===== src/rtl/store_buffer.sv =====
`default_nettype none
// ============================================================================
//  Module      : store_buffer
//  Description : Posted-write FIFO between store alignment and the data-memory
//                bus. Stores are enqueued from the MEM stage and drained to
//                memory with a req/gnt handshake. Loads that overlap a pending
//                store are flagged so the hazard unit can stall them.
//
//  Ports       : clk, rst            - clock, synchronous active-high reset
//                st_valid/st_ready   - store enqueue handshake
//                st_addr/wdata/be    - store address, lane-aligned data, lanes
//                mem_req/mem_gnt     - head-entry write handshake to memory
//                mem_addr/wdata/be   - head entry (word aligned, 0 when empty)
//                ld_addr/ld_be       - load in MEM stage to check for overlap
//                ld_hazard           - load overlaps a pending store
//                ld_fwd_valid/data   - store-to-load forwarding result
//                empty/full          - occupancy status
//
//  Option      : STORE_BUF_FWD_EN - when defined, matching entries forward
//                their data per byte lane (youngest wins); a fully covered load
//                reports ld_fwd_valid and no hazard. When undefined the
//                forwarding outputs are tied to 0.
//
//  Revision    : 1.0 - initial release
// ============================================================================
module store_buffer #(
    parameter int DEPTH = 4,
    parameter int XLEN  = 32
) (
    input  logic            clk,
    input  logic            rst,
    input  logic            st_valid,
    output logic            st_ready,
    input  logic [XLEN-1:0] st_addr,
    input  logic [XLEN-1:0] st_wdata,
    input  logic [3:0]      st_be,
    output logic            mem_req,
    input  logic            mem_gnt,
    output logic [XLEN-1:0] mem_addr,
    output logic [XLEN-1:0] mem_wdata,
    output logic [3:0]      mem_be,
    input  logic [XLEN-1:0] ld_addr,
    input  logic [3:0]      ld_be,
    output logic            ld_hazard,
    output logic            ld_fwd_valid,
    output logic [XLEN-1:0] ld_fwd_data,
    output logic            empty,
    output logic            full
);

    localparam int PTR_W = $clog2(DEPTH);
    localparam logic [PTR_W:0] c_full_cnt = (PTR_W+1)'(DEPTH);

    // Entry storage; contents are never reset because validity comes from
    // the pointers and count alone.
    logic [XLEN-3:0] r_addr [DEPTH];
    logic [XLEN-1:0] r_data [DEPTH];
    logic [3:0]      r_be   [DEPTH];

    logic [PTR_W-1:0] r_wr_ptr;
    logic [PTR_W-1:0] r_rd_ptr;
    logic [PTR_W:0]   r_count;

    logic w_empty;
    logic w_full;
    logic w_push;
    logic w_pop;

    logic [DEPTH-1:0] w_valid;
    logic [DEPTH-1:0] w_match;
    logic [DEPTH-1:0] w_hit;
    logic             w_hazard_raw;

    // Address byte-offset bits play no role in word matching or in the bus
    // address; they are collected here only so they are visibly consumed.
    logic w_unused_bits;
    assign w_unused_bits = ^{st_addr[1:0], ld_addr[1:0]};

    assign w_empty = (r_count == '0);
    assign w_full  = (r_count == c_full_cnt);
    // No full-bypass: a pop in the same cycle does not free a slot for a push.
    assign w_push  = st_valid && !w_full;
    // A grant with nothing pending is ignored.
    assign w_pop   = mem_gnt && !w_empty;

    assign st_ready = !w_full;
    assign empty    = w_empty;
    assign full     = w_full;
    assign mem_req  = !w_empty;

    // Head outputs are masked while empty so unreset storage never leaks out.
    assign mem_addr  = w_empty ? '0 : {r_addr[r_rd_ptr], 2'b00};
    assign mem_wdata = w_empty ? '0 : r_data[r_rd_ptr];
    assign mem_be    = w_empty ? '0 : r_be[r_rd_ptr];

    always_ff @(posedge clk) begin
        if (rst) begin
            r_wr_ptr <= '0;
            r_rd_ptr <= '0;
            r_count  <= '0;
        end else begin
            if (w_push) begin
                r_wr_ptr <= r_wr_ptr + 1'b1;
            end
            if (w_pop) begin
                r_rd_ptr <= r_rd_ptr + 1'b1;
            end
            case ({w_push, w_pop})
                2'b10:   r_count <= r_count + 1'b1;
                2'b01:   r_count <= r_count - 1'b1;
                default: r_count <= r_count;
            endcase
        end
    end

    always_ff @(posedge clk) begin
        if (w_push) begin
            r_addr[r_wr_ptr] <= st_addr[XLEN-1:2];
            r_data[r_wr_ptr] <= st_wdata;
            r_be[r_wr_ptr]   <= st_be;
        end
    end

    // An entry is live when its distance from the head is below the count.
    // The head being popped this cycle is still live for hazard purposes.
    generate
        for (genvar i = 0; i < DEPTH; i++) begin : g_entry
            logic [PTR_W-1:0] w_age;
            assign w_age      = PTR_W'(i) - r_rd_ptr;
            assign w_valid[i] = ({1'b0, w_age} < r_count);
            assign w_match[i] = w_valid[i] && (r_addr[i] == ld_addr[XLEN-1:2]);
            assign w_hit[i]   = w_match[i] && ((r_be[i] & ld_be) != 4'b0000);
        end
    endgenerate

    assign w_hazard_raw = |w_hit;

`ifdef STORE_BUF_FWD_EN
    logic [XLEN-1:0]  w_fwd_data;
    logic [3:0]       w_cov;
    logic [PTR_W-1:0] w_idx;

    // Walk entries oldest to youngest so later writes overwrite earlier ones
    // lane by lane. Only lanes the load reads are returned.
    always_comb begin
        w_fwd_data = '0;
        w_cov      = 4'b0000;
        w_idx      = '0;
        for (int k = 0; k < DEPTH; k++) begin
            w_idx = r_rd_ptr + PTR_W'(k);
            if (w_match[w_idx]) begin
                w_cov = w_cov | r_be[w_idx];
                for (int b = 0; b < 4; b++) begin
                    if (r_be[w_idx][b] && ld_be[b]) begin
                        w_fwd_data[8*b +: 8] = r_data[w_idx][8*b +: 8];
                    end
                end
            end
        end
    end

    // A load reading no lanes has nothing to forward.
    assign ld_fwd_valid = (ld_be != 4'b0000) && ((ld_be & ~w_cov) == 4'b0000);
    assign ld_fwd_data  = w_fwd_data;
    assign ld_hazard    = w_hazard_raw && !ld_fwd_valid;
`else
    assign ld_fwd_valid = 1'b0;
    assign ld_fwd_data  = '0;
    assign ld_hazard    = w_hazard_raw;
`endif

endmodule
`default_nettype wire


===== config.mk =====
export PLATFORM = sky130hd
export DESIGN_NAME = store_buffer
export DESIGN_NICKNAME = d
export VERILOG_FILES = /design/src/rtl/store_buffer.sv
export SDC_FILE = /design/constraint.sdc
export NUM_CORES = 1
export LEC_CHECK = 0
export ABC_CLOCK_PERIOD_IN_PS = 5600
export CORE_AREA = 2 2 179 181
export CTS_CLUSTER_DIAMETER = 200
export DETAILED_ROUTE_END_ITERATION = 10
export DIE_AREA = 0 0 181 183
export SLEW_MARGIN = 30
export SYNTH_ARGS = -nofsm -noshare
export SYNTH_HDL_FRONTEND = slang
export SYNTH_SLANG_ARGS = --single-unit

===== constraint.sdc =====
create_clock -name clk -period 5.6 [get_ports clk]
set_input_delay 1.4 -clock clk [delete_from_list [all_inputs] [get_ports clk]]
set_output_delay 1.4 -clock clk [all_outputs]
set_load 0.05 [all_outputs]

==> impl_metrics.ini, run 1 <==
[cts]
cts_resized = 0
postCtsSetupRepairBufs = 0
cts-root-buf = clkbuf_16
holdBufCountCts = 0
htreeDepth = 1
cts.sinks = 273
clk_latency_ps = 550
clock_path_buffers = 3
cts.clk_slew.worst_paths_ps = 60
cts_buffers = 30
cts_tree = built

[critical_path]
critPathArrivalTime_ps = 3530
worst-r2r-setup-slack_ps = 2870
reg2reg_depth = 8
path_class = input port to output port
timing.rr.start = r_count[2]$_SDFFE_PP0P_
rr_endpoint = r_count[2]$_SDFFE_PP0P_
required_ps = 4200
crit_path_end_kind = output port
crit_path_start_kind = input port
crit_fanout = 4

[global_routing]
grt_remaining_overflow = 0
grt_pass1_wl_um = 42900
antenna_found_initial = 4
grtUsageTotal_pct = 17.5
grt_max_degree = 70
grt_pass1_vias = 6864

[die]
dieArea_um2 = 33100
dieWidth_um = 181
die_h_um = 183
core_um2 = 31200
num_rows = 65
start_util_pct = 39.4
io_pins = 214

[place]
place_hpwl_um = 19600
dp.cells = 1259
place_congestion = 0.792
port_buffers = 174

[logic_synthesis]
synth.area.mux_share_pct = 12.1
synth-main-ff-cell = edfxtp_1
synth_warnings = 0
syn-instance-count = 722
yosys.area_share.xor_xnor_pct = 8.98
ys_types = 30
synth_area_um2 = 12300
synth-simple-area-share_pct = 6.29
syn_area_per_cell_um2 = 17.0
synth_top_family_by_area = multiplexers
async_flop_share_pct = 0
synth_compound_area_share_pct = 1.18
ys_seq_area_share_pct = 65.9
synth_seq_cells = 273
synth_adder_area_share_pct = 1.08
synth_edf_count = 264

[outcome]
outcome = complete, no violations

[timing]
worst_pin_slew_ps = 921
finClkSkew_ps = 15.8
min_period_ps = 4930
relSlewSlack_pct = 38.6
rsz0062_at_grt = false
setup-tns-final_ps = 0
max_clock_freq_ghz = 0.203
setup_viol = 0
fin_crit_sh_pct = 88.0
drv_slew = 0
finalHoldViolCount = 0

[layout]
fin_nets = 1008
layout.cells.non_filler = 1317
drive_gt1_share_pct = 15.1
layout_commonest_cell = edfxtp_1
layout_common_cells = edfxtp_1, clkdlybuf4s50_1, xnor2_1
syn_to_final_growth_pct = 25.4

[route]
wl_met2_um = 14000
drcViolationCount = 0
topRoutingLayerUsed = met5
wl_met1_um = 12400
met3_length_um = 1880
dr.pass1.iters = 5
post_drt_wl_per_cell_um = 22.0
vias = 6606
ant_nets = 0
wl_um = 29000
drtIter0Drc = 340
via_per_inst = 5.02

[worst_hold_path]
min_from = r_wr_ptr[1]$_SDFFE_PP0P_
hold_class = flop to flop
hold_depth = 2
hold_end = r_wr_ptr[1]$_SDFFE_PP0P_

[power_and_ir_drop]
total_power_w = 0.00796
ir_drop_mv = 0.330
p_leak_nw = 4.91
power_density_nw_per_um2 = 516

[run]
cap_violations = 0
-- power breakdown --
part           switching (W)  total (W)  internal [W]
registers           0.000176    0.00265       0.00248
logic                0.00198    0.00320       0.00122
clock network       0.000774    0.00210       0.00133
total                0.00293    0.00796       0.00503
-- cell usage after synthesis (3+ instances only) --
cell / n / area share (%)
inv_1: 10 / 0.31
clkbuf_1: 37 / 1.1
and2_1: 67 / 3.4
nand4_1: 29 / 1.5
a21oi_1: 7 / 0.28
a221oi_1: 4 / 0.28
edfxtp_1: 264 / 64
nor4_1: 8 / 0.41
o2111ai_1: 4 / 0.28
buf_1: 3 / 0.092
and3_1: 4 / 0.20
buf_4: 35 / 2.1
mux4_2: 66 / 12
dfxtp_1: 9 / 1.5
xor2_1: 10 / 0.71
nor2_1: 12 / 0.37
buf_2: 7 / 0.28
buf_6: 5 / 0.46
xnor2_1: 116 / 8.3
a22o_1: 4 / 0.28
nand2_1: 4 / 0.12
ha_1: 9 / 0.92
-- layer usage --
| layer | GRT usage (%) | up-vias |
|---|---|---|
| li1 | - | 3001 |
| met1 | 23.2 | 3340 |
| met2 | 29.2 | 213 |
| met3 | 4.13 | 46 |
| met4 | 5.01 | 6 |
| met5 | 0 | - |
-- critical path: stages --
cell             delay [ps]
clkdlybuf4s50_1         520
xnor2_1                 380
nand4_1                 140
nor4_1                  510
o2111ai_1               180
nand4_1                 170
buf_4                   220
-- through the flow --
stage | cell area [um^2] | util (%) | hold slack [ps] | setup WS [ps]
floorplan | 12400 | - | 469 | 1530
global placement | 14300 | 45.7 | 496 | 699
detailed placement | 14300 | 45.9 | 493 | 720
CTS | 15400 | 49.3 | 502 | 705
global route | 15400 | 49.4 | 536 | 693
finish | 15400 | 49.4 | 499 | 671
-- flip-flops by register name, summed over array words and instances (netlist names), named ones only --
name      cells
r_data      128
r_addr      120
r_be         16
r_count       3
r_rd_ptr      2
r_wr_ptr      2
-- cell families (layout without fill, tap and decap cells) --
group,Yosys count,after routing
AO/OA/AOI/OAI,20,20
XOR/XNOR,126,126
adder cells (fa/ha/maj),10,10
buffers and inverters,97,255
flip-flops,273,273
multiplexers,66,66
other,1,36
AND/OR/NAND/NOR,129,129
-- how the worst max path moves through the flow --
stage | startpoint | endpoint
after detailed placement | ld_addr[31] | ld_hazard
after global routing | ld_addr[31] | ld_hazard
after CTS | ld_addr[31] | ld_hazard
final | ld_addr[4] | ld_hazard
after floorplan | ld_addr[3] | ld_hazard
after global placement | ld_addr[31] | ld_hazard
-- final cells by class --
type	instances	area (um^2)
Tap cell	402	503
Timing Repair Buffer	189	1900
Fill cell	2667	15800
Sequential cell	273	8120
Antenna cell	1	2.50
Multi-Input combinational cell	386	3790
Clock inverter	22	288
Clock buffer	34	787
Inverter	10	37.5
(Power assumes the default switching activity.)
==> inputs of run 2 (changes only) <==
--- a/config.mk
+++ b/config.mk
@@ -8,6 +8,7 @@
 export ABC_CLOCK_PERIOD_IN_PS = 5600
 export CORE_AREA = 2 2 179 181
 export CTS_CLUSTER_DIAMETER = 200
+export CTS_CLUSTER_SIZE = 40
 export DETAILED_ROUTE_END_ITERATION = 10
 export DIE_AREA = 0 0 181 183
 export SLEW_MARGIN = 30
==> impl_metrics.ini, run 2 (same netlist as run 1, synthesis figures left out) <==
[outcome]
outcome = complete, no violations

[timing]
worst_pin_slew_ps = 912
min_period_ps = 4940
setup-tns-final_ps = 0
max_clock_freq_ghz = 0.202
relSlewSlack_pct = 39.2
finClkSkew_ps = 21.5
fin_crit_sh_pct = 88.2
drv_slew = 0
finalHoldViolCount = 0
rsz0062_at_grt = false
setup_viol = 0

[global_routing]
grt_max_degree = 70
antenna_found_initial = 4
grt_remaining_overflow = 0
grtUsageTotal_pct = 17.2
grt_pass1_vias = 6654
grt_pass1_wl_um = 41900

[route]
topRoutingLayerUsed = met5
drcViolationCount = 0
wl_met2_um = 14100
post_drt_wl_per_cell_um = 22.4
vias = 6500
drtIter0Drc = 412
wl_met1_um = 12300
met3_length_um = 1570
wl_um = 28500
ant_nets = 0
via_per_inst = 5.10
dr.pass1.iters = 5

[cts]
cts.sinks = 273
clock_path_buffers = 3
cts_buffers = 10
cts.clk_slew.worst_paths_ps = 150
cts_resized = 0
htreeDepth = 1
cts_tree = built
clk_latency_ps = 500
postCtsSetupRepairBufs = 0
holdBufCountCts = 0
cts-root-buf = clkbuf_16

[critical_path]
crit_family = simple AND/OR/NAND/NOR gates
slowest_delay_ps = 520
worst-path-buf-inv = 2
path_class = input port to output port
critPathArrivalTime_ps = 3540
slowest_stage = clkdlybuf4s50_1
timing.rr.start = r_count[2]$_SDFFE_PP0P_
crit_fanout = 4
crit_path_end_kind = output port
cp-startpoint = ld_addr[4]
crit_path_start_kind = input port
crit_top_cell = nand4_1
cp_cell_sequence = clkdlybuf4s50_1 > xnor2_1 > nand4_1 > nor4_1 > o2111ai_1 > nand4_1 > buf_4
required_ps = 4200

[layout]
layout_common_cells = edfxtp_1, clkdlybuf4s50_1, xnor2_1
largest_reg_flops = 128
top_regs = r_data x128, r_addr x120, r_be x16
finalCoreUtilization_pct = 46.9
syn_to_final_growth_pct = 19.1
drive_gt1_share_pct = 11.7
layout_commonest_cell = edfxtp_1
fin_nets = 988
largest-register = r_data

[die]
dieArea_um2 = 33100
dieWidth_um = 181
start_util_pct = 39.4
die_h_um = 183
io_pins = 214
core_um2 = 31200
num_rows = 65

[place]
place_hpwl_um = 19600
port_buffers = 174
place_congestion = 0.792

[run]
cap_violations = 0

[worst_hold_path]
min_from = r_wr_ptr[1]$_SDFFE_PP0P_
hold_class = flop to flop

[power_and_ir_drop]
p_leak_nw = 4.53
ir_drop_mv = 0.268
total_power_w = 0.00680
power_density_nw_per_um2 = 464
run 2: changes by cell type in the layout (fill, tap and decap cells not counted), moves of 2 or more:
| cell | delta |
|---|---|
| clkbuf_16 | -20 |
| bufinv_16 | -7 |
| clkinv_2 | -7 |
| clkinv_1 | -5 |
| clkinvlp_4 | -2 |
run 2: power breakdown:
group	switching (W)	internal, W
registers	0.000176	0.00247
logic	0.00198	0.00122
clock network	0.000576	0.000366
total	0.00273	0.00406
run 2: area by class of cell:
cell class | count | area, um^2
Sequential cell | 273 | 8120
Tap cell | 402 | 503
Clock buffer | 13 | 283
Timing Repair Buffer | 189 | 1900
Clock inverter | 1 | 8.76
Fill cell | 2710 | 16600
Inverter | 10 | 37.5
Multi-Input combinational cell | 386 | 3790
Antenna cell | 1 | 2.50
run 2: worst paths after layout:
check | depth (start not counted) | slack (ps) | end
hold / removal | 2 | 510 | r_wr_ptr[1]$_SDFFE_PP0P_
setup / recovery | 7 | 660 | ld_hazard
setup reg to reg | 8 | 2850 | r_count[2]$_SDFFE_PP0P_
hold reg to reg | 2 | 510 | r_wr_ptr[1]$_SDFFE_PP0P_
run 2: stage by stage:
step           area [um^2]  cells  hold WS, ps  setup slack [ps]
2_1_floorplan        12400    756          469              1530
3_3_place_gp         14300   1257          496               699
3_5_place_dp         14300   1259          493               720
4_1_cts              14600   1273          512               705
5_1_grt              14600   1274          547               693
6_report             14600   1275          510               660
run 2: worst register-to-register path, stage by stage (launching register included):
cell     delay, ps
dfxtp_1        530
or3_4          660
and2_4         300
ha_1           180
inv_1           60
fa_1           370
xor2_1         160
or3_1          300
a21oi_1        130
run 2: per-layer routing:
metal	global-route usage [%]	vias to the layer above
met1	22.9	3329
met4	3.87	6
met5	0	-
li1	-	2935
met2	29.4	195
met3	3.34	35
